[config.mk]
export PLATFORM = sky130hd
export DESIGN_NAME = regfile_write_queue_flat
export DESIGN_NICKNAME = d
export VERILOG_FILES = /design/src/rtl/regfile_write_queue_if.sv /design/src/rtl/regfile_write_queue.sv /design/src/flat_wrapper.sv
export SDC_FILE = /design/constraint.sdc
export NUM_CORES = 1
export LEC_CHECK = 0
export BUFFER_PORTS_ARGS = -buffer_cell sky130_fd_sc_hd__buf_2
export CORE_ASPECT_RATIO = 1.75
export CORE_MARGIN = 2
export CORE_UTILIZATION = 50
export DETAILED_ROUTE_END_ITERATION = 8
export PLACE_DENSITY = 0.85
export SLEW_MARGIN = 20
export SYNTH_ARGS = -nofsm -noshare
export SYNTH_HDL_FRONTEND = slang
export SYNTH_SLANG_ARGS = --single-unit
export TNS_END_PERCENT = 1
[constraint.sdc]
create_clock -name Clk -period 6.8 [get_ports Clk]
set_input_delay 0.34 -clock Clk [delete_from_list [all_inputs] [get_ports Clk]]
set_output_delay 0.34 -clock Clk [all_outputs]
set_load 0.03 [all_outputs]
[src/rtl/regfile_write_queue_if.sv]
// rtl/regfile_write_queue_if.sv - execute-side, regfile-side and snoop signals of the writeback queue
interface regfile_write_queue_if #(
    parameter int DEPTH      = 4,
    parameter int DATA_WIDTH = 32
);
    localparam int CW = $clog2(DEPTH) + 1;

    logic                  InValid;
    logic                  InReady;
    logic [4:0]            InRegister;
    logic [DATA_WIDTH-1:0] InData;
    logic                  DrainEn;
    logic [4:0]            WriteRegister;
    logic [DATA_WIDTH-1:0] WriteData;
    logic                  RegWrite;
    logic [4:0]            ReadRegister1;
    logic [4:0]            ReadRegister2;
    logic                  BypassHit1;
    logic [DATA_WIDTH-1:0] BypassData1;
    logic                  BypassHit2;
    logic [DATA_WIDTH-1:0] BypassData2;
    logic [CW-1:0]         Count;
    logic                  Empty;

    modport master (
        output InValid, InRegister, InData, DrainEn, ReadRegister1, ReadRegister2,
        input  InReady, WriteRegister, WriteData, RegWrite,
        input  BypassHit1, BypassData1, BypassHit2, BypassData2, Count, Empty
    );

    modport slave (
        input  InValid, InRegister, InData, DrainEn, ReadRegister1, ReadRegister2,
        output InReady, WriteRegister, WriteData, RegWrite,
        output BypassHit1, BypassData1, BypassHit2, BypassData2, Count, Empty
    );
endinterface

[src/rtl/regfile_write_queue.sv]
// rtl/regfile_write_queue.sv - writeback FIFO in front of the regfile write port with read snooping
// Optional macro REGFILE_WRITE_QUEUE_BYPASS_EN builds the forwarding comparators.
module regfile_write_queue #(
    parameter int DEPTH      = 4,
    parameter int DATA_WIDTH = 32
) (
    input  logic                  Clk,
    input  logic                  ResetN,
    regfile_write_queue_if.slave  bus
);
    localparam int AW = $clog2(DEPTH);
    localparam int CW = AW + 1;

    logic [4:0]            reg_q  [DEPTH];
    logic [DATA_WIDTH-1:0] data_q [DEPTH];
    logic [AW-1:0]         wr_ptr;
    logic [AW-1:0]         rd_ptr;
    logic [CW-1:0]         count;

    logic full;
    logic empty;
    logic push_hs;
    logic accept;
    logic pop;

    assign full    = (count == CW'(DEPTH));
    assign empty   = (count == '0);
    // no push-through when full, even if the head drains this cycle
    assign push_hs = bus.InValid && !full;
    assign accept  = push_hs && (bus.InRegister != 5'd0);
    assign pop     = bus.DrainEn && !empty;

    assign bus.InReady       = !full;
    assign bus.RegWrite      = pop;
    assign bus.WriteRegister = empty ? 5'd0 : reg_q[rd_ptr];
    assign bus.WriteData     = empty ? '0 : data_q[rd_ptr];
    assign bus.Count         = count;
    assign bus.Empty         = empty;

    always_ff @(posedge Clk or negedge ResetN) begin
        if (!ResetN) begin
            wr_ptr <= '0;
            rd_ptr <= '0;
            count  <= '0;
        end else begin
            if (accept) wr_ptr <= wr_ptr + 1'b1;
            if (pop)    rd_ptr <= rd_ptr + 1'b1;
            case ({accept, pop})
                2'b10:   count <= count + 1'b1;
                2'b01:   count <= count - 1'b1;
                default: count <= count;
            endcase
        end
    end

    // entry contents need no reset; validity is carried entirely by count
    always_ff @(posedge Clk) begin
        if (accept) begin
            reg_q[wr_ptr]  <= bus.InRegister;
            data_q[wr_ptr] <= bus.InData;
        end
    end

`ifdef REGFILE_WRITE_QUEUE_BYPASS_EN
    // scan oldest to newest so the newest match wins; result is {hit, data}
    function automatic logic [DATA_WIDTH:0] snoop(input logic [4:0] ra);
        logic [DATA_WIDTH:0] res;
        logic [AW-1:0]       idx;
        res = '0;
        idx = '0;
        for (int i = 0; i < DEPTH; i++) begin
            idx = rd_ptr + AW'(i);
            if ((CW'(i) < count) && (ra != 5'd0) && (reg_q[idx] == ra))
                res = {1'b1, data_q[idx]};
        end
        return res;
    endfunction

    logic [DATA_WIDTH:0] snoop1;
    logic [DATA_WIDTH:0] snoop2;

    always_comb begin
        snoop1 = snoop(bus.ReadRegister1);
        snoop2 = snoop(bus.ReadRegister2);
    end

    assign bus.BypassHit1  = snoop1[DATA_WIDTH];
    assign bus.BypassData1 = snoop1[DATA_WIDTH-1:0];
    assign bus.BypassHit2  = snoop2[DATA_WIDTH];
    assign bus.BypassData2 = snoop2[DATA_WIDTH-1:0];
`else
    logic unused_read_regs;
    assign unused_read_regs = ^{bus.ReadRegister1, bus.ReadRegister2};

    assign bus.BypassHit1  = 1'b0;
    assign bus.BypassData1 = '0;
    assign bus.BypassHit2  = 1'b0;
    assign bus.BypassData2 = '0;
`endif
endmodule

[src/flat_wrapper.sv]
// flat-port wrapper written by rule: the top's interface ports become plain ports
module regfile_write_queue_flat 
#(
    parameter int DEPTH      = 4,
    parameter int DATA_WIDTH = 32
)
  (Clk, ResetN, bus_InValid, bus_InRegister, bus_InData, bus_DrainEn, bus_ReadRegister1, bus_ReadRegister2, bus_InReady, bus_WriteRegister, bus_WriteData, bus_RegWrite, bus_BypassHit1, bus_BypassData1, bus_BypassHit2, bus_BypassData2, bus_Count, bus_Empty);
  regfile_write_queue_if #(.DEPTH(DEPTH), .DATA_WIDTH(DATA_WIDTH)) bus_i ();
  input  logic Clk;
  input  logic ResetN;
  input wire logic [$bits(bus_i.InValid)-1:0] bus_InValid;
  input wire logic [$bits(bus_i.InRegister)-1:0] bus_InRegister;
  input wire logic [$bits(bus_i.InData)-1:0] bus_InData;
  input wire logic [$bits(bus_i.DrainEn)-1:0] bus_DrainEn;
  input wire logic [$bits(bus_i.ReadRegister1)-1:0] bus_ReadRegister1;
  input wire logic [$bits(bus_i.ReadRegister2)-1:0] bus_ReadRegister2;
  output wire logic [$bits(bus_i.InReady)-1:0] bus_InReady;
  output wire logic [$bits(bus_i.WriteRegister)-1:0] bus_WriteRegister;
  output wire logic [$bits(bus_i.WriteData)-1:0] bus_WriteData;
  output wire logic [$bits(bus_i.RegWrite)-1:0] bus_RegWrite;
  output wire logic [$bits(bus_i.BypassHit1)-1:0] bus_BypassHit1;
  output wire logic [$bits(bus_i.BypassData1)-1:0] bus_BypassData1;
  output wire logic [$bits(bus_i.BypassHit2)-1:0] bus_BypassHit2;
  output wire logic [$bits(bus_i.BypassData2)-1:0] bus_BypassData2;
  output wire logic [$bits(bus_i.Count)-1:0] bus_Count;
  output wire logic [$bits(bus_i.Empty)-1:0] bus_Empty;
  assign bus_i.InValid = bus_InValid;
  assign bus_i.InRegister = bus_InRegister;
  assign bus_i.InData = bus_InData;
  assign bus_i.DrainEn = bus_DrainEn;
  assign bus_i.ReadRegister1 = bus_ReadRegister1;
  assign bus_i.ReadRegister2 = bus_ReadRegister2;
  assign bus_InReady = bus_i.InReady;
  assign bus_WriteRegister = bus_i.WriteRegister;
  assign bus_WriteData = bus_i.WriteData;
  assign bus_RegWrite = bus_i.RegWrite;
  assign bus_BypassHit1 = bus_i.BypassHit1;
  assign bus_BypassData1 = bus_i.BypassData1;
  assign bus_BypassHit2 = bus_i.BypassHit2;
  assign bus_BypassData2 = bus_i.BypassData2;
  assign bus_Count = bus_i.Count;
  assign bus_Empty = bus_i.Empty;
  regfile_write_queue #(.DEPTH(DEPTH), .DATA_WIDTH(DATA_WIDTH)) u_core (.Clk(Clk), .ResetN(ResetN), .bus(bus_i));
endmodule
==> out/qor.txt, run 1 <==
status: completed
critical path class: reg -> out
die height: 155.2 um
fill cell count: 988
Seq/Total Area, Yosys: 70.74%
CP Cell Sequence: buf_4, mux4_2, and2b_1, buf_2
clk_lat worst skew: 400 ps
Post-Synthesis Cell Area: 0.006530 sq mm
DP HPWL: 6.346 mm
CTS tree: built
Post-DRT Antenna Nets: 0
H-tree depth: 4
r2r setup slk: 4470 ps
Post-synth EDFFs: 148
die area: 0.01403 sq mm
CP max-delay cell: dfrtp_2
Period minus WS final: 2908 ps
worst reg2reg path depth: 9
data required time of the critical path: 6460 ps
period utilization: 42.77%
CP peak stage delay: 690 ps
Core ar.: 0.01287 sq mm
WP data arrival: 2570 ps
worst hold stages: 1
worst r2r src: u_core.bus.Count[0]
hold wc startpoint: bus_InData[21]
Die W: 90.39 um
VDD IR max: 390.5 uV
vias in the first global route: 3105
ys async rst share: 4.516%
measured slew at the worst slew-check pin: 1033 ps
Yosys cell types: 23
top achievable clock speed: 0.3438 GHz
final WL: 10.40 mm
FF-to-FF End: u_core.bus.Count[2]
post-synth top area share: 68.06%
drt initial violations: 157
final hold vios: 0
Ports: 160
Pleak: 2.780 nW
FF+latch area: 0.004622 sq mm
Min-Delay Endpoint: u_core.data_q[1][21]
Final setup viols: 0
postcts setup bufs: 0
Layout Nets: 488
CTS Buf Count: 17
footprint of the multi-input gates: 0.001583 sq mm
DRC: 0
Rows: 55
hold_ws: 145.6 ps
top_reg_cell synth: edfxtp_1
Vias/cell: 4.877
Vias: 3004
Root Driver: clkbuf_16
Final Skew: 8.258 ps
Mapped Cells: 339
relative slew slack: 31.15%
pwr/cell area: 489.9 mW/mm^2
grt total ovfl: 0
I/O Buffers: 83
global-route wire length before repair: 16.32 mm
Max clock buf depth: 2
largest net degree at the start of global routing: 41
post-synthesis register bit count: 155
critical path launch point type: flip-flop
Initial DRT Pass Iterations: 7
overall global routing resource usage: 15.54%
CTS sink cnt: 155
CTS Hold Bufs: 1
Fin Setup TNS: 0 ps
share of layout cells above drive strength 1: 36.49%
area grow syn2layout: 14.93%
clock transition at the registers of the reported paths: 60 ps
Hold WC Path Type: in -> reg
synth top area cells: edfxtp_1 (68%), mux4_2 (13%), buf_4 (7.8%)
Initial Util: 50.74%
top cell type by total area after synthesis: edfxtp_1
gpl congestion: 0.7129
final core occ: 58.32%
cts repair resizes: 0
max-cap viol count: 0
fin. max-slew vios: 0
Avg Cell Area, Syn: 19.26 sq um
Max Fanout on Critical Path: 24
drt wl/cell: 16.89 um
Warnings, synthesis: 0
Worst Setup End Kind: output pin
initial antenna violation count: 1
unrepaired setup endpoints after global routing: no
-- flip-flops by register name (all words and copies together) (netlist names) --
| name | count |
|---|---|
| u_core.bus.Count | 3 |
| u_core.wr_ptr | 2 |
| u_core.data_q | 128 |
| u_core.reg_q | 20 |
| u_core.rd_ptr | 2 |
-- final cells by class --
type / instances / area share (%)
sequential: 155 / 61.59
tap: 171 / 2.851
antenna: 1 / 0.03334
multi-input combinational: 165 / 21.09
clock buffer: 18 / 5.719
clock inverter: 14 / 2.551
timing repair buffer: 86 / 5.869
inverter: 6 / 0.3001
-- cell families (layout without fill, tap and decap cells) --
group | Yosys count | count (layout) | share of synthesized area [%]
adders and majority gates | 6 | 6 | 1.265
buffers and inverters | 84 | 124 | 8.852
xor gates and xnor gates | 6 | 6 | 0.8049
muxes | 39 | 39 | 13.14
other | 1 | 67 | 0.05743
AOI/OAI and AO/OA | 1 | 1 | 0.2683
and+or+nand+nor | 47 | 47 | 4.867
DFF | 155 | 155 | 70.74
-- synthesized netlist by cell type (3+ instances only) --
master / instances
edfxtp_1: 148
clkbuf_1: 4
and2_2: 4
dfrtp_1: 7
xor2_1: 3
nor2b_1: 31
xnor2_1: 3
and2b_1: 7
ha_1: 5
mux4_2: 37
inv_1: 6
buf_2: 6
buf_4: 68
-- stage by stage --
step	cells	worst slack [ps]	instance area, sq um	power [mW]
finish	616	3892	7505	3.676
global route	616	3692	7505	3.844
CTS	615	3795	7502	3.721
detailed placement	582	4235	6872	2.746
global placement	582	4233	6872	2.716
floorplan	404	4349	6774	2.413
-- worst max-delay path, delay by kind of cell (launching register included) --
family	cells	cell delay [ps]
buf+inv	2	700
mux	1	560
simple gates	1	180
flops	1	690
-- routing by layer --
layer | up-vias | track usage (%) | wire length (um)
li1 | 1348 | - | -
met1 | 1515 | 17.57 | 3834
met2 | 132 | 27.60 | 5882
met3 | 9 | 4.165 | 530
met4 | 0 | 6.886 | 157
met5 | - | 0 | 0
-- worst max path at each step --
stage	slack, ps	endpoint	from	depth (start not counted)
after global placement	4230	bus_WriteRegister[3]	u_core.rd_ptr[0]	4
after floorplan	4350	u_core.bus.Count[2]	u_core.bus.Count[0]	9
after detailed placement	4230	bus_WriteData[31]	u_core.rd_ptr[0]	4
final	3890	bus_WriteData[31]	u_core.rd_ptr[0]	4
after CTS	3790	bus_WriteData[31]	u_core.rd_ptr[0]	4
after global routing	3690	bus_WriteRegister[1]	u_core.rd_ptr[0]	4
-- placed cells by master (no fill, tap or decap), types with 2 or more instances in the layout --
| cell | n |
|---|---|
| clkinv_4 | 2 |
| dfrtp_2 | 2 |
| xnor2_1 | 3 |
| and2b_1 | 7 |
| nor2b_1 | 31 |
| inv_1 | 6 |
| dfrtp_1 | 5 |
| ha_1 | 5 |
| edfxtp_1 | 148 |
| clkinvlp_4 | 2 |
| mux4_2 | 37 |
| bufinv_16 | 4 |
| buf_4 | 2 |
| and2_2 | 4 |
| clkbuf_16 | 17 |
| conb_1 | 66 |
| inv_6 | 3 |
| xor2_1 | 3 |
| buf_2 | 83 |
| clkinv_1 | 2 |
-- power breakdown --
part           internal (mW)  switching, mW
clock                  0.615          0.356
sequential              1.27          0.129
combinational          0.497          0.813
No activity file was read; power rests on OpenSTA's default activity.
==> run 2, diff against run 1 <==
--- a/config.mk
+++ b/config.mk
@@ -5,6 +5,7 @@
 export SDC_FILE = /design/constraint.sdc
 export NUM_CORES = 1
 export LEC_CHECK = 0
+export ABC_AREA = 1
 export BUFFER_PORTS_ARGS = -buffer_cell sky130_fd_sc_hd__buf_2
 export CORE_ASPECT_RATIO = 1.75
 export CORE_MARGIN = 2
==> constraint.sdc (replaced) <==
create_clock -name Clk -period 3 [get_ports Clk]
set_input_delay 0.15 -clock Clk [delete_from_list [all_inputs] [get_ports Clk]]
set_output_delay 0.15 -clock Clk [all_outputs]
set_load 0.03 [all_outputs]
==> run 2 against run 1 <==
Core utilization up 3.7 points. Clock power rose to 2.5 times the previous value. Power up 150%. Cell count up 47%. Non-clock buffer count up 45. Combinational power rose to 2.9 times the previous value. Clock skew up 9.7 ps. Largest power group is now combinational cells.
==> out/qor.txt, run 2 <==
gpl congestion: 0.7438
overall global routing resource usage: 18.47%
clk_lat worst skew: 470 ps
I/O Buffers: 83
Period minus WS final: 2536 ps
measured slew at the worst slew-check pin: 796.8 ps
CTS tree: built
final WL: 13.53 mm
global-route wire length before repair: 20.44 mm
Rows: 56
grt total ovfl: 0
worst setup margin: 464.1 ps
Avg Cell Area, Syn: 11.32 sq um
footprint of the multi-input gates: 0.001707 sq mm
DRC: 0
status: completed
area grow syn2layout: 21.88%
die height: 157.9 um
top_reg_cell synth: edfxtp_1
worst reg2reg path depth: 9
VDD IR max: 1035 uV
WP data arrival: 2390 ps
initial antenna violation count: 1
Vias/cell: 5.013
Biggest register: u_core.data_q
Post-Synthesis Cell Area: 0.006770 sq mm
Max Fanout on Critical Path: 75
Initial DRT Pass Iterations: 5
Mapped Cells: 598
Post-synth EDFFs: 148
relative slew slack: 46.88%
Root Driver: clkbuf_16
drt wl/cell: 14.91 um
Vias: 4547
Layout Nets: 784
drt initial violations: 358
count leader, synth: nand2_1
fill cell count: 975
top cell type by total area after synthesis: edfxtp_1
DP HPWL: 7.713 mm
Synth top cells by count: nand2_1 (160), edfxtp_1 (148), nor2_1 (81)
Post-Layout Cell Count: 907
Seq/Total Area, Yosys: 68.23%
Inst Count DP: 836
worst r2r src: u_core.bus.Count[0]
vias in the first global route: 4363
Worst Setup End Kind: output pin
Min-Delay Endpoint: u_core.rd_ptr[0]
clock transition at the registers of the reported paths: 50 ps
Final setup viols: 0
Yosys cell types: 21
Pleak: 3.400 nW
CTS Buf Count: 25
Ports: 160
Initial Util: 50.86%
power consumption: 9.179 mW
data required time of the critical path: 2850 ps
Core ar.: 0.01331 sq mm
synth top area cells: edfxtp_1 (66%), nand2_1 (8.9%), buf_4 (8.3%)
critical path launch point type: flip-flop
share of layout cells above drive strength 1: 17.76%
H-tree depth: 4
hold wc startpoint: bus_DrainEn
post-synth top area share: 65.64%
top achievable clock speed: 0.3943 GHz
final core occ: 61.98%
largest net degree at the start of global routing: 76
worst hold stages: 3
most frequent cells in the layout: nand2_1 (160), edfxtp_1 (148), buf_2 (83)
unrepaired setup endpoints after global routing: no
pwr/cell area: 1112 mW/mm^2
period utilization: 84.53%
die area: 0.01452 sq mm
r2r setup slk: 710 ps
post-synthesis register bit count: 155
Max clock buf depth: 3
critical path class: reg -> out
Hold WC Path Type: in -> reg
fin. max-slew vios: 0
Die W: 91.96 um
CTS sink cnt: 155
max-cap viol count: 0
most common cell after layout, fill and taps aside: nand2_1
Final Skew: 17.93 ps
ys async rst share: 4.516%
max reg flops: 128
Warnings, synthesis: 0
final hold vios: 0
post-place setup slack: 719.8 ps
FF+latch area: 0.004621 sq mm
FF-to-FF End: u_core.bus.Count[2]
cts repair resizes: 0
Post-DRT Antenna Nets: 0
-- run 2: cell count changes after synthesis, sizes merged, moves of 7 or more --
| cell | before | now |
|---|---|---|
| mux4 | 37 | 0 |
| buf | 74 | 90 |
| and2b | 7 | 0 |
| nand2 | 0 | 160 |
| o21ai | 0 | 39 |
| a21oi | 0 | 38 |
| nor2b | 31 | 0 |
| nor2 | 1 | 81 |
| inv | 6 | 16 |
-- run 2: layer usage --
metal | routed length, um | share of wire (%) | vias to the layer above | global-route usage (%)
li1 | - | - | 2124 | -
met1 | 4815 | 36 | 2117 | 19.45
met2 | 7073 | 52 | 255 | 33.26
met3 | 990 | 7.3 | 51 | 3.570
met4 | 645 | 4.8 | 0 | 12.15
met5 | 0 | 0 | - | 0
-- run 2: area by class of cell --
| class | instances | share of cell area [%] |
|---|---|---|
| Antenna cell | 1 | 0.03033 |
| Clock buffer | 25 | 7.582 |
| Clock inverter | 7 | 1.031 |
| Inverter | 16 | 0.7278 |
| Multi-Input combinational cell | 398 | 20.68 |
| Sequential cell | 155 | 56.00 |
| Tap cell | 174 | 2.638 |
| Timing Repair Buffer | 131 | 11.31 |
-- run 2: how the worst max path moves through the flow --
stage                     slack, ps                   to                 from
after global routing            360    bus_WriteData[16]     u_core.rd_ptr[0]
after detailed placement        720  u_core.bus.Count[2]  u_core.bus.Count[0]
after CTS                       490    bus_WriteData[30]     u_core.rd_ptr[0]
final                           460    bus_WriteData[30]     u_core.rd_ptr[0]
after global placement          770  u_core.bus.Count[2]  u_core.bus.Count[0]
after floorplan                 -50  u_core.data_q[0][0]  u_core.bus.Count[0]
-- run 2: power breakdown --
group,internal (mW),switching (mW)
Combinational,1.01,2.74
Clock,1.65,0.825
Sequential,2.84,0.118
-- run 2: logic make-up (layout without fill, tap and decap cells) --
family	Yosys count	after routing	synth area share [%]
buffers and inverters	110	179	10.61
AO/OA/AOI/OAI	77	77	5.692
flip-flops	155	155	68.23
XOR/XNOR	3	3	0.3882
AND/OR/NAND/NOR	246	246	13.81
other	1	67	0.05539
adder cells (fa/ha/maj)	6	6	1.220
-- run 2: stage by stage --
stage / hold WS (ps) / TNS (ps) / cell area (sq um)
2_1_floorplan: -145.6 / -7459 / 7014
3_3_place_gp: -6.249 / 0 / 7158
3_5_place_dp: -5.437 / 0 / 7158
4_1_cts: 14.04 / 0 / 8249
5_1_grt: 15.14 / 0 / 8252
6_report: 20.46 / 0 / 8252
-- run 2: worst max-delay path, stage by stage (launching register included) --
cell	delay, ps
dfrtp_2	350
buf_4	640
nor2_1	140
nor2_1	110
o21ai_0	100
a21oi_1	300
buf_2	260
-- run 2: what timing repair did --
action,in CTS,in global routing
endpoints found under the setup margin,0,0
hold endpoints to repair,155,0
hold buffers,38,0
setup buffers,0,0
